$ cat config.mk
export PLATFORM = sky130hd
export DESIGN_NAME = multicycle_controller_flat
export DESIGN_NICKNAME = d
export VERILOG_FILES = /design/src/rtl/multicycle_controller_pkg.sv /design/src/rtl/multicycle_controller_if.sv /design/src/rtl/multicycle_controller_alu_ctrl.sv /design/src/rtl/multicycle_controller.sv /design/src/flat_wrapper.sv
export SDC_FILE = /design/constraint.sdc
export NUM_CORES = 1
export LEC_CHECK = 0
export CORE_MARGIN = 2
export CORE_UTILIZATION = 37
export CTS_CLUSTER_SIZE = 14
export DETAILED_ROUTE_END_ITERATION = 8
export GPL_ROUTABILITY_DRIVEN = 0
export HOLD_SLACK_MARGIN = 0.05
export PLACE_DENSITY = 0.81
export SYNTH_ARGS = -nofsm -noshare
export SYNTH_HDL_FRONTEND = slang
export SYNTH_SLANG_ARGS = --single-unit
$ cat constraint.sdc
create_clock -name clk -period 1.75 [get_ports clk]
set_clock_uncertainty 0.15 [all_clocks]
set_input_delay 0.175 -clock clk [delete_from_list [all_inputs] [get_ports clk]]
set_output_delay 0.175 -clock clk [all_outputs]
set_load 0.05 [all_outputs]
$ cat src/rtl/multicycle_controller_pkg.sv
// Shared definitions for the multi-cycle MIPS control slice (package mips_pkg):
// FSM state enum, opcode/func constants, ALU operation codes and datapath
// select encodings.
package mips_pkg;

    typedef enum logic [3:0] {
        S_FETCH,
        S_DECODE,
        S_MEMADR,
        S_MEMRD,
        S_MEMWB,
        S_MEMWR,
        S_EXEC,
        S_ALUWB,
        S_ADDIEX,
        S_ADDIWB,
        S_BRANCH,
        S_JUMP,
        S_JAL
    } state_t;

    // Opcodes (IR[31:26])
    localparam logic [5:0] OP_RTYPE = 6'b000000;
    localparam logic [5:0] OP_LW    = 6'b100011;
    localparam logic [5:0] OP_SW    = 6'b101011;
    localparam logic [5:0] OP_BEQ   = 6'b000100;
    localparam logic [5:0] OP_ADDI  = 6'b001000;
    localparam logic [5:0] OP_J     = 6'b000010;
    localparam logic [5:0] OP_JAL   = 6'b000011;

    // R-type function codes (IR[5:0])
    localparam logic [5:0] FN_ADD = 6'b100000;
    localparam logic [5:0] FN_SUB = 6'b100010;
    localparam logic [5:0] FN_AND = 6'b100100;
    localparam logic [5:0] FN_OR  = 6'b100101;
    localparam logic [5:0] FN_SLT = 6'b101010;

    // ALU operation codes
    localparam logic [2:0] ALU_AND = 3'b000;
    localparam logic [2:0] ALU_OR  = 3'b001;
    localparam logic [2:0] ALU_ADD = 3'b010;
    localparam logic [2:0] ALU_SUB = 3'b110;
    localparam logic [2:0] ALU_SLT = 3'b111;

    // FSM-to-alu_ctrl request; IDLE yields 000 for states that do not use the ALU
    localparam logic [1:0] ALUOP_ADD  = 2'b00;
    localparam logic [1:0] ALUOP_SUB  = 2'b01;
    localparam logic [1:0] ALUOP_FUNC = 2'b10;
    localparam logic [1:0] ALUOP_IDLE = 2'b11;

    // ALU B operand select
    localparam logic [1:0] SRCB_REG   = 2'b00;
    localparam logic [1:0] SRCB_FOUR  = 2'b01;
    localparam logic [1:0] SRCB_IMM   = 2'b10;
    localparam logic [1:0] SRCB_IMMSH = 2'b11;

    // PC source select
    localparam logic [1:0] PC_ALU    = 2'b00;
    localparam logic [1:0] PC_ALUOUT = 2'b01;
    localparam logic [1:0] PC_JUMP   = 2'b10;

    // Destination register select
    localparam logic [1:0] RD_RT = 2'b00;
    localparam logic [1:0] RD_RD = 2'b01;
    localparam logic [1:0] RD_RA = 2'b10;

endpackage

$ cat src/rtl/multicycle_controller_if.sv
// Control bus between the multi-cycle controller and the datapath.
// master = controller (drives enables/selects), slave = datapath.
interface multicycle_controller_if;
    logic [5:0] opc;
    logic [5:0] func;
    logic       zero;
    logic       pcen;
    logic       iord;
    logic       memread;
    logic       memwrite;
    logic       irwrite;
    logic       memtoreg;
    logic [1:0] regdst;
    logic       writesel;
    logic       regwrite;
    logic       alusrca;
    logic [1:0] alusrcb;
    logic [2:0] aluoperation;
    logic [1:0] pcsrc;

    modport master (
        input  opc, func, zero,
        output pcen, iord, memread, memwrite, irwrite, memtoreg, regdst,
               writesel, regwrite, alusrca, alusrcb, aluoperation, pcsrc
    );

    modport slave (
        output opc, func, zero,
        input  pcen, iord, memread, memwrite, irwrite, memtoreg, regdst,
               writesel, regwrite, alusrca, alusrcb, aluoperation, pcsrc
    );
endinterface

$ cat src/rtl/multicycle_controller_alu_ctrl.sv
// ALU control decode: maps the FSM's aluop request and the R-type func
// field to the 3-bit ALU operation.
module alu_ctrl
    import mips_pkg::*;
(
    input  logic [1:0] aluop,
    input  logic [5:0] func,
    output logic [2:0] aluoperation
);

    // Decode ALU operation from request and func field
    always_comb begin
        aluoperation = ALU_AND;
        unique case (aluop)
            ALUOP_ADD:  aluoperation = ALU_ADD;
            ALUOP_SUB:  aluoperation = ALU_SUB;
            ALUOP_FUNC: begin
                case (func)
                    FN_ADD:  aluoperation = ALU_ADD;
                    FN_SUB:  aluoperation = ALU_SUB;
                    FN_AND:  aluoperation = ALU_AND;
                    FN_OR:   aluoperation = ALU_OR;
                    FN_SLT:  aluoperation = ALU_SLT;
                    default: aluoperation = ALU_ADD;
                endcase
            end
            default:    aluoperation = ALU_AND;
        endcase
    end

endmodule

$ cat src/rtl/multicycle_controller.sv
// Moore control FSM for the multi-cycle MIPS datapath.
// Optional feature macro: JAL_EN (compiles in the JAL state and jal decode;
// when undefined, opcode 000011 decodes as unknown and writesel stays 0).
module multicycle_controller
    import mips_pkg::*;
(
    input  logic                           clk,
    input  logic                           rst,
    multicycle_controller_if.master        bus
);

    state_t     state, next_state;

    logic       pcen_d, iord_d, memread_d, memwrite_d, irwrite_d, memtoreg_d;
    logic [1:0] regdst_d;
    logic       writesel_d, regwrite_d, alusrca_d;
    logic [1:0] alusrcb_d, pcsrc_d;
    logic [1:0] aluop_d;
    logic [2:0] aluoperation_d;

    alu_ctrl u_alu_ctrl (
        .aluop        (aluop_d),
        .func         (bus.func),
        .aluoperation (aluoperation_d)
    );

    // State register, asynchronously returned to FETCH by reset
    always_ff @(posedge clk or posedge rst) begin
        if (rst) state <= S_FETCH;
        else     state <= next_state;
    end

    // Next-state and per-state output decode
    always_comb begin
        next_state = S_FETCH;
        pcen_d     = 1'b0;
        iord_d     = 1'b0;
        memread_d  = 1'b0;
        memwrite_d = 1'b0;
        irwrite_d  = 1'b0;
        memtoreg_d = 1'b0;
        regdst_d   = RD_RT;
        writesel_d = 1'b0;
        regwrite_d = 1'b0;
        alusrca_d  = 1'b0;
        alusrcb_d  = SRCB_REG;
        pcsrc_d    = PC_ALU;
        aluop_d    = ALUOP_IDLE;

        case (state)
            S_FETCH: begin
                memread_d  = 1'b1;
                irwrite_d  = 1'b1;
                alusrcb_d  = SRCB_FOUR;
                aluop_d    = ALUOP_ADD;
                pcsrc_d    = PC_ALU;
                pcen_d     = 1'b1;
                next_state = S_DECODE;
            end
            S_DECODE: begin
                alusrcb_d = SRCB_IMMSH;
                aluop_d   = ALUOP_ADD;
                case (bus.opc)
                    OP_LW, OP_SW: next_state = S_MEMADR;
                    OP_RTYPE:     next_state = S_EXEC;
                    OP_BEQ:       next_state = S_BRANCH;
                    OP_ADDI:      next_state = S_ADDIEX;
                    OP_J:         next_state = S_JUMP;
`ifdef JAL_EN
                    OP_JAL:       next_state = S_JAL;
`endif
                    default:      next_state = S_FETCH;
                endcase
            end
            S_MEMADR: begin
                alusrca_d  = 1'b1;
                alusrcb_d  = SRCB_IMM;
                aluop_d    = ALUOP_ADD;
                next_state = (bus.opc == OP_LW) ? S_MEMRD : S_MEMWR;
            end
            S_MEMRD: begin
                iord_d     = 1'b1;
                memread_d  = 1'b1;
                next_state = S_MEMWB;
            end
            S_MEMWB: begin
                regdst_d   = RD_RT;
                memtoreg_d = 1'b1;
                regwrite_d = 1'b1;
            end
            S_MEMWR: begin
                iord_d     = 1'b1;
                memwrite_d = 1'b1;
            end
            S_EXEC: begin
                alusrca_d  = 1'b1;
                alusrcb_d  = SRCB_REG;
                aluop_d    = ALUOP_FUNC;
                next_state = S_ALUWB;
            end
            S_ALUWB: begin
                regdst_d   = RD_RD;
                regwrite_d = 1'b1;
            end
            S_ADDIEX: begin
                alusrca_d  = 1'b1;
                alusrcb_d  = SRCB_IMM;
                aluop_d    = ALUOP_ADD;
                next_state = S_ADDIWB;
            end
            S_ADDIWB: begin
                regdst_d   = RD_RT;
                regwrite_d = 1'b1;
            end
            S_BRANCH: begin
                alusrca_d = 1'b1;
                alusrcb_d = SRCB_REG;
                aluop_d   = ALUOP_SUB;
                pcsrc_d   = PC_ALUOUT;
                pcen_d    = bus.zero;
            end
            S_JUMP: begin
                pcsrc_d = PC_JUMP;
                pcen_d  = 1'b1;
            end
`ifdef JAL_EN
            S_JAL: begin
                pcsrc_d    = PC_JUMP;
                pcen_d     = 1'b1;
                regdst_d   = RD_RA;
                writesel_d = 1'b1;
                regwrite_d = 1'b1;
            end
`endif
            default: next_state = S_FETCH;
        endcase
    end

    // Reset holds every control line low so nothing is written while in reset
    assign bus.pcen         = ~rst & pcen_d;
    assign bus.iord         = ~rst & iord_d;
    assign bus.memread      = ~rst & memread_d;
    assign bus.memwrite     = ~rst & memwrite_d;
    assign bus.irwrite      = ~rst & irwrite_d;
    assign bus.memtoreg     = ~rst & memtoreg_d;
    assign bus.regdst       = rst ? '0 : regdst_d;
    assign bus.writesel     = ~rst & writesel_d;
    assign bus.regwrite     = ~rst & regwrite_d;
    assign bus.alusrca      = ~rst & alusrca_d;
    assign bus.alusrcb      = rst ? '0 : alusrcb_d;
    assign bus.aluoperation = rst ? '0 : aluoperation_d;
    assign bus.pcsrc        = rst ? '0 : pcsrc_d;

endmodule

$ cat src/flat_wrapper.sv
// flat-port wrapper written by rule: the top's interface ports become plain ports
module multicycle_controller_flat import mips_pkg::*;
  (clk, rst, bus_opc, bus_func, bus_zero, bus_pcen, bus_iord, bus_memread, bus_memwrite, bus_irwrite, bus_memtoreg, bus_regdst, bus_writesel, bus_regwrite, bus_alusrca, bus_alusrcb, bus_aluoperation, bus_pcsrc);
  multicycle_controller_if bus_i ();
  input  logic clk;
  input  logic rst;
  input wire logic [$bits(bus_i.opc)-1:0] bus_opc;
  input wire logic [$bits(bus_i.func)-1:0] bus_func;
  input wire logic [$bits(bus_i.zero)-1:0] bus_zero;
  output wire logic [$bits(bus_i.pcen)-1:0] bus_pcen;
  output wire logic [$bits(bus_i.iord)-1:0] bus_iord;
  output wire logic [$bits(bus_i.memread)-1:0] bus_memread;
  output wire logic [$bits(bus_i.memwrite)-1:0] bus_memwrite;
  output wire logic [$bits(bus_i.irwrite)-1:0] bus_irwrite;
  output wire logic [$bits(bus_i.memtoreg)-1:0] bus_memtoreg;
  output wire logic [$bits(bus_i.regdst)-1:0] bus_regdst;
  output wire logic [$bits(bus_i.writesel)-1:0] bus_writesel;
  output wire logic [$bits(bus_i.regwrite)-1:0] bus_regwrite;
  output wire logic [$bits(bus_i.alusrca)-1:0] bus_alusrca;
  output wire logic [$bits(bus_i.alusrcb)-1:0] bus_alusrcb;
  output wire logic [$bits(bus_i.aluoperation)-1:0] bus_aluoperation;
  output wire logic [$bits(bus_i.pcsrc)-1:0] bus_pcsrc;
  assign bus_i.opc = bus_opc;
  assign bus_i.func = bus_func;
  assign bus_i.zero = bus_zero;
  assign bus_pcen = bus_i.pcen;
  assign bus_iord = bus_i.iord;
  assign bus_memread = bus_i.memread;
  assign bus_memwrite = bus_i.memwrite;
  assign bus_irwrite = bus_i.irwrite;
  assign bus_memtoreg = bus_i.memtoreg;
  assign bus_regdst = bus_i.regdst;
  assign bus_writesel = bus_i.writesel;
  assign bus_regwrite = bus_i.regwrite;
  assign bus_alusrca = bus_i.alusrca;
  assign bus_alusrcb = bus_i.alusrcb;
  assign bus_aluoperation = bus_i.aluoperation;
  assign bus_pcsrc = bus_i.pcsrc;
  multicycle_controller u_core (.clk(clk), .rst(rst), .bus(bus_i));
endmodule
==> summary.txt, run 1 <==
Status
  – Outcome: did not finish
  – Stage reached: global routing (5_1_grt)
  – First error in the log: [ERROR DPL-0038] Utilization greater than 100%, impossible to legalize

Clock tree
  – Number of buffers between clock root and the deepest sink: 2
  – Number of buffers added to fix hold violations after cts: 0
  – Sinks on Clock Net: 4
  – Number of buffers added by the clock tree synthesis step: 3
  – Clock H-tree levels: 1
  – Buffer cell driving the clock tree root: sky130_fd_sc_hd__clkbuf_4

Yosys
  – Synth Area in XOR/XNOR: 0.04565
  – Share of the synthesized area in compound gates (AO/OA/AOI/OAI): 0.2391
  – Yosys warns: 0
  – Portion of netlist area occupied by mux cells: 0
  – Post-synthesis area per instance: 8.464 sq um
  – Unique masters post-synth: 38
  – Post-synthesis share of cell area spent on and, or, nand and nor gates: 0.4196
  – Most frequently used flop master after synthesis: sky130_fd_sc_hd__dfrtp_1
  – Share of async-settable or async-resettable flops after synthesis: 1.000
  – Combinational family with the most area after synthesis: simple AND/OR/NAND/NOR gates
  – Register bit count reported by yosys: 4
  – Post-synth EDFFs: 0
  – Post-synthesis share of cell area spent on full adders, half adders and majority gates: 0
  – Fraction of the yosys area taken by sequential cells: 0.1739
  – Post-synthesis instance total: 68
  – Netlist area before placement: 575.6 sq um

Die
  – Site row count: 14
  – Die boundary width: 43.44 microns
  – Initial core utilization: 0.3866
  – IO Count: 33
  – Height of the die: 43.44 microns

Placement
  – Instance area after placement: 1297 sq um
  – Final HPWL DP: 1904 microns
  – Port-buffer cells: 30

Timing
  – Worst endpoint type: primary output
  – Critical endpoint after global-route timing repair: bus_aluoperation[0]

Global routing
  – Pin count of the biggest net entering global routing: 11
## synth_stat cells (3+ instances only)
cell                       instances  area (sq um)
sky130_fd_sc_hd__nand2b_1          5         31.28
sky130_fd_sc_hd__nor3_1            5         25.02
sky130_fd_sc_hd__dfrtp_1           4         100.1
sky130_fd_sc_hd__nor3b_1           4         30.03
sky130_fd_sc_hd__buf_4             3         22.52
sky130_fd_sc_hd__inv_1             3         11.26
sky130_fd_sc_hd__nor2_1            3         11.26
sky130_fd_sc_hd__xor2_1            3         26.28
## kinds of logic after synthesis
group,Yosys count
simple gates,33
other cells,1
xor+xnor,3
compound gates,17
flops,4
buf+inv,10
## through the flow
stage / setup TNS [ns] / utilization / setup WS (ns) / instances / hold slack, ns
global placement: -0.3902 / 0.8714 / -0.1311 / 131 / 0.4865
CTS: -0.6987 / 0.9538 / -0.1077 / 138 / 0.1406
detailed placement: -0.5630 / 0.8714 / -0.1632 / 131 / 0.4971
floorplan: -1.020 / - / -0.3532 / 69 / 0.07037
## timing repair
item	CTS
pin swaps	4
endpoints found under the setup margin	14
setup buffers	4
resized for setup	18
==> run 2, diff against run 1 <==
Settings changed: CORE_AREA set to 2 2 63 65, CORE_MARGIN 2 to unset, CORE_UTILIZATION 37 to unset, CTS_CLUSTER_SIZE 14 to unset, DIE_AREA set to 0 0 65 67, HOLD_SLACK_MARGIN 0.05 to unset, PLACE_DENSITY 0.81 to unset, PLACE_DENSITY_LB_ADDON set to 0.15.
==> run 2 against run 1 <==
  * The flow now finishes, with violations (negative setup slack)
  * Area after synthesis unchanged
  * Synthesized cell count unchanged
==> summary.txt, run 2 <==
Status
  – Outcome: finished, violations left
  – Violated checks: negative setup slack

Timing
  – Smallest setup slack after layout: -0.1043 ns
  – Maximum clock rate: 0.5393 GHz
  – Post-route clock period utilization: 1.060
  – Final period demand of the worst path: 1.854 ns
  – Setup repair after global routing missed its margin: true
  – Slew Limit Fails: 0
  – Count of final hold-check violations: 0
  – Setup-violating endpoint count in the final report: 10
  – Worst hold slack: 0.1773 ns
  – Setup TNS: -0.7244 ns

Drt
  – Post-detailed-route via-to-cell ratio: 4.263
  – # DRC: 0
  – Total vias in the final route: 729
  – Met2 wire len: 1129 microns
  – First-iteration detailed-routing DRC count: 1
  – Wire per inst: 11.40 microns
  – Number of optimization iterations in the first detailed-route pass: 2
  – Amount of wire on met3 after detailed routing: 97 microns
  – Final wirelength: 1949 microns
  – Detailed-route wire length on metal 1: 721 microns
  – Uppermost signal routing layer after detailed routing: met3
  – Count of antenna-violating nets left after detailed routing: 0

Yosys
  – Leading area contributor after synthesis: sky130_fd_sc_hd__dfrtp_1
  – Share of async-settable or async-resettable flops after synthesis: 1.000 (unchanged)
  – Portion of netlist area occupied by mux cells: 0 (unchanged)
  – Post-synthesis area per instance: 8.464 sq um (unchanged)
  – Most frequently used flop master after synthesis: sky130_fd_sc_hd__dfrtp_1
  – Register bit count reported by yosys: 4 (unchanged)
  – Unique masters post-synth: 38 (unchanged)
  – Fraction of the yosys area taken by sequential cells: 0.1739 (unchanged)
  – Netlist area before placement: 575.6 sq um (unchanged)
  – Cells taking the most area after synthesis: sky130_fd_sc_hd__dfrtp_1, sky130_fd_sc_hd__nand2b_1, sky130_fd_sc_hd__nor3b_1
  – Post-synth EDFFs: 0 (unchanged)
  – Share of Yosys cell area claimed by the top area cell type: 0.1739 (unchanged)
  – Yosys warns: 0 (unchanged)
  – Synth Area in XOR/XNOR: 0.04565 (unchanged)
  – Post-synthesis instance total: 68 (unchanged)
  – Post-synthesis share of cell area spent on full adders, half adders and majority gates: 0 (unchanged)
  – Most used standard cells in the synthesized netlist: sky130_fd_sc_hd__nand2b_1, sky130_fd_sc_hd__nor3_1, sky130_fd_sc_hd__dfrtp_1, sky130_fd_sc_hd__nor3b_1
  – Post-synthesis share of cell area spent on and, or, nand and nor gates: 0.4196 (unchanged)
  – Share of the synthesized area in compound gates (AO/OA/AOI/OAI): 0.2391 (unchanged)
  – Combinational family with the most area after synthesis: simple AND/OR/NAND/NOR gates

Die
  – Core Area: 3606 sq um
  – IO Count: 33 (unchanged)
  – Site row count: 22 (+8)
  – Height of the die: 67 microns (+54%)
  – Initial core utilization: 0.1596 (-0.2269)
  – Full die area: 4355 sq um
  – Die boundary width: 65 microns (+50%)

Clock tree
  – Clock tree from TritonCTS: built
  – Number of buffers between clock root and the deepest sink: 2 (unchanged)
  – Buffer cell driving the clock tree root: sky130_fd_sc_hd__clkbuf_8
  – Number of buffers added by the clock tree synthesis step: 3 (unchanged)
  – Sinks on Clock Net: 4 (unchanged)
  – Clock slew at reported path FFs: 0.03 ns
  – Clock H-tree levels: 1 (unchanged)
  – Worst skew pair latency: 0.21 ns
  – Number of buffers added to fix hold violations after cts: 0 (unchanged)

Final layout
  – Registers with the most flip-flops: u_core.state: 4 flops
  – Commonest cells after routing, fill and taps aside: sky130_fd_sc_hd__buf_4, sky130_fd_sc_hd__buf_12, sky130_fd_sc_hd__clkdlybuf4s50_1
  – Proportion of layout cells with a drive suffix above 1: 0.5935
  – Area Growth Syn to Fin: 158.0%
  – Antenna cells: 0
  – Most common library cell in the layout ignoring fill and taps: sky130_fd_sc_hd__buf_4
  – Largest Register: u_core.state
  – Number of flip-flops in the largest register: 4
  – End-of-flow core utilization: 0.4119
  – Number of nets in the layout: 140

Worst setup path
  – Worst path arrival time: 1.53 ns
  – Cell chain of the critical path: or2b_1, nor4_4, nor2b_4, buf_12
  – Required time of the critical path: 1.42 ns
  – Delay of the slowest cell on the worst path: 0.43 ns
  – Sort of element at the end of the critical path: output pin
  – CP Class: reg2out
  – Crit path max-delay cell type: sky130_fd_sc_hd__dfrtp_2
  – Max FO, Critical Path: 5
  – Startpoint type of the worst setup path: register

Global routing
  – Gr usage total: 0.09272
  – First-pass GRT wire length: 3125 microns
  – Initial antenna violation count: 0
  – Pin count of the biggest net entering global routing: 10
  – Via count of the first global-routing pass: 686
  – Total gr overflow: 0

Placement
  – Final HPWL DP: 1611 microns (-15%)
  – Setup slack after placement: -0.1682 ns (-0.005030 ns)
  – Port-buffer cells: 30 (unchanged)

Pwr
  – P per Cell Area: 842.5 nW/um^2
  – Peak supply drop: 0.4783 mV
  – Leak Pwr: 0.5771 nW

Min path
  – Worst min-delay path category: in2async

Run
  – Maximum Capacitance Violations: 0
run 2: cell counts after synthesis:
No cell type changed its count.
run 2: power breakdown:
part           switching (mW)  internal, mW
registers              0.0244         0.112
logic                   0.464         0.461
clock network          0.0429         0.146
run 2: per-layer routing:
metal  global-route usage  up-vias
li1                     -      367
met1               0.1012      344
met2               0.1701       18
met3              0.02703        0
met4              0.03191        0
met5                    0        -
run 2: final timing paths:
check / to / slack, ns / from / cells after the start
hold / removal: u_core.state[3] / 0.18 / rst / 4
hold reg to reg: u_core.state[3] / 0.53 / u_core.state[0] / 2
min in group clk: u_core.state[3] / 0.53 / u_core.state[0] / 2
setup reg to reg: u_core.state[2] / 0.09 / u_core.state[1] / 6
max in group asynchronous: u_core.state[1] / 1.17 / rst / 4
setup / recovery: bus_aluoperation[0] / -0.10 / u_core.state[3] / 4
run 2: cell type report:
cell class	instances	area [sq um]
sequential	4	102.6
inverter	3	11.26
fill	350	2121
timing repair buffer	58	679.4
multi-input combinational	55	590.6
tap	48	60.06
clock buffer	3	41.29
run 2: kinds of logic after synthesis:
family	count (synthesis)
buffers and inverters	10
AOI/OAI and AO/OA	17
DFF	4
and+or+nand+nor	33
xor gates and xnor gates	3
other	1
run 2: per-stage QoR:
step | area, sq um | cells | power, mW
2_1_floorplan | 699.4 | 69 | 0.6223
3_3_place_gp | 1318 | 162 | 0.9903
3_5_place_dp | 1318 | 162 | 0.9948
4_1_cts | 1411 | 167 | 1.228
5_1_grt | 1485 | 171 | 1.311
6_report | 1485 | 171 | 1.251
run 2: worst max-delay path, delay by kind of cell (launching register included):
family	cells	cell delay, ns
buffers and inverters	1	0.14
AND/OR/NAND/NOR	3	0.74
flip-flops	1	0.43
run 2: what timing repair did:
item | CTS | global route
gates resized for setup | 10 | 10
setup buffers | 2 | 4
pin swaps | 2 | 3
endpoints found under the setup margin | 15 | 16
No activity file was read; power rests on OpenSTA's default activity.
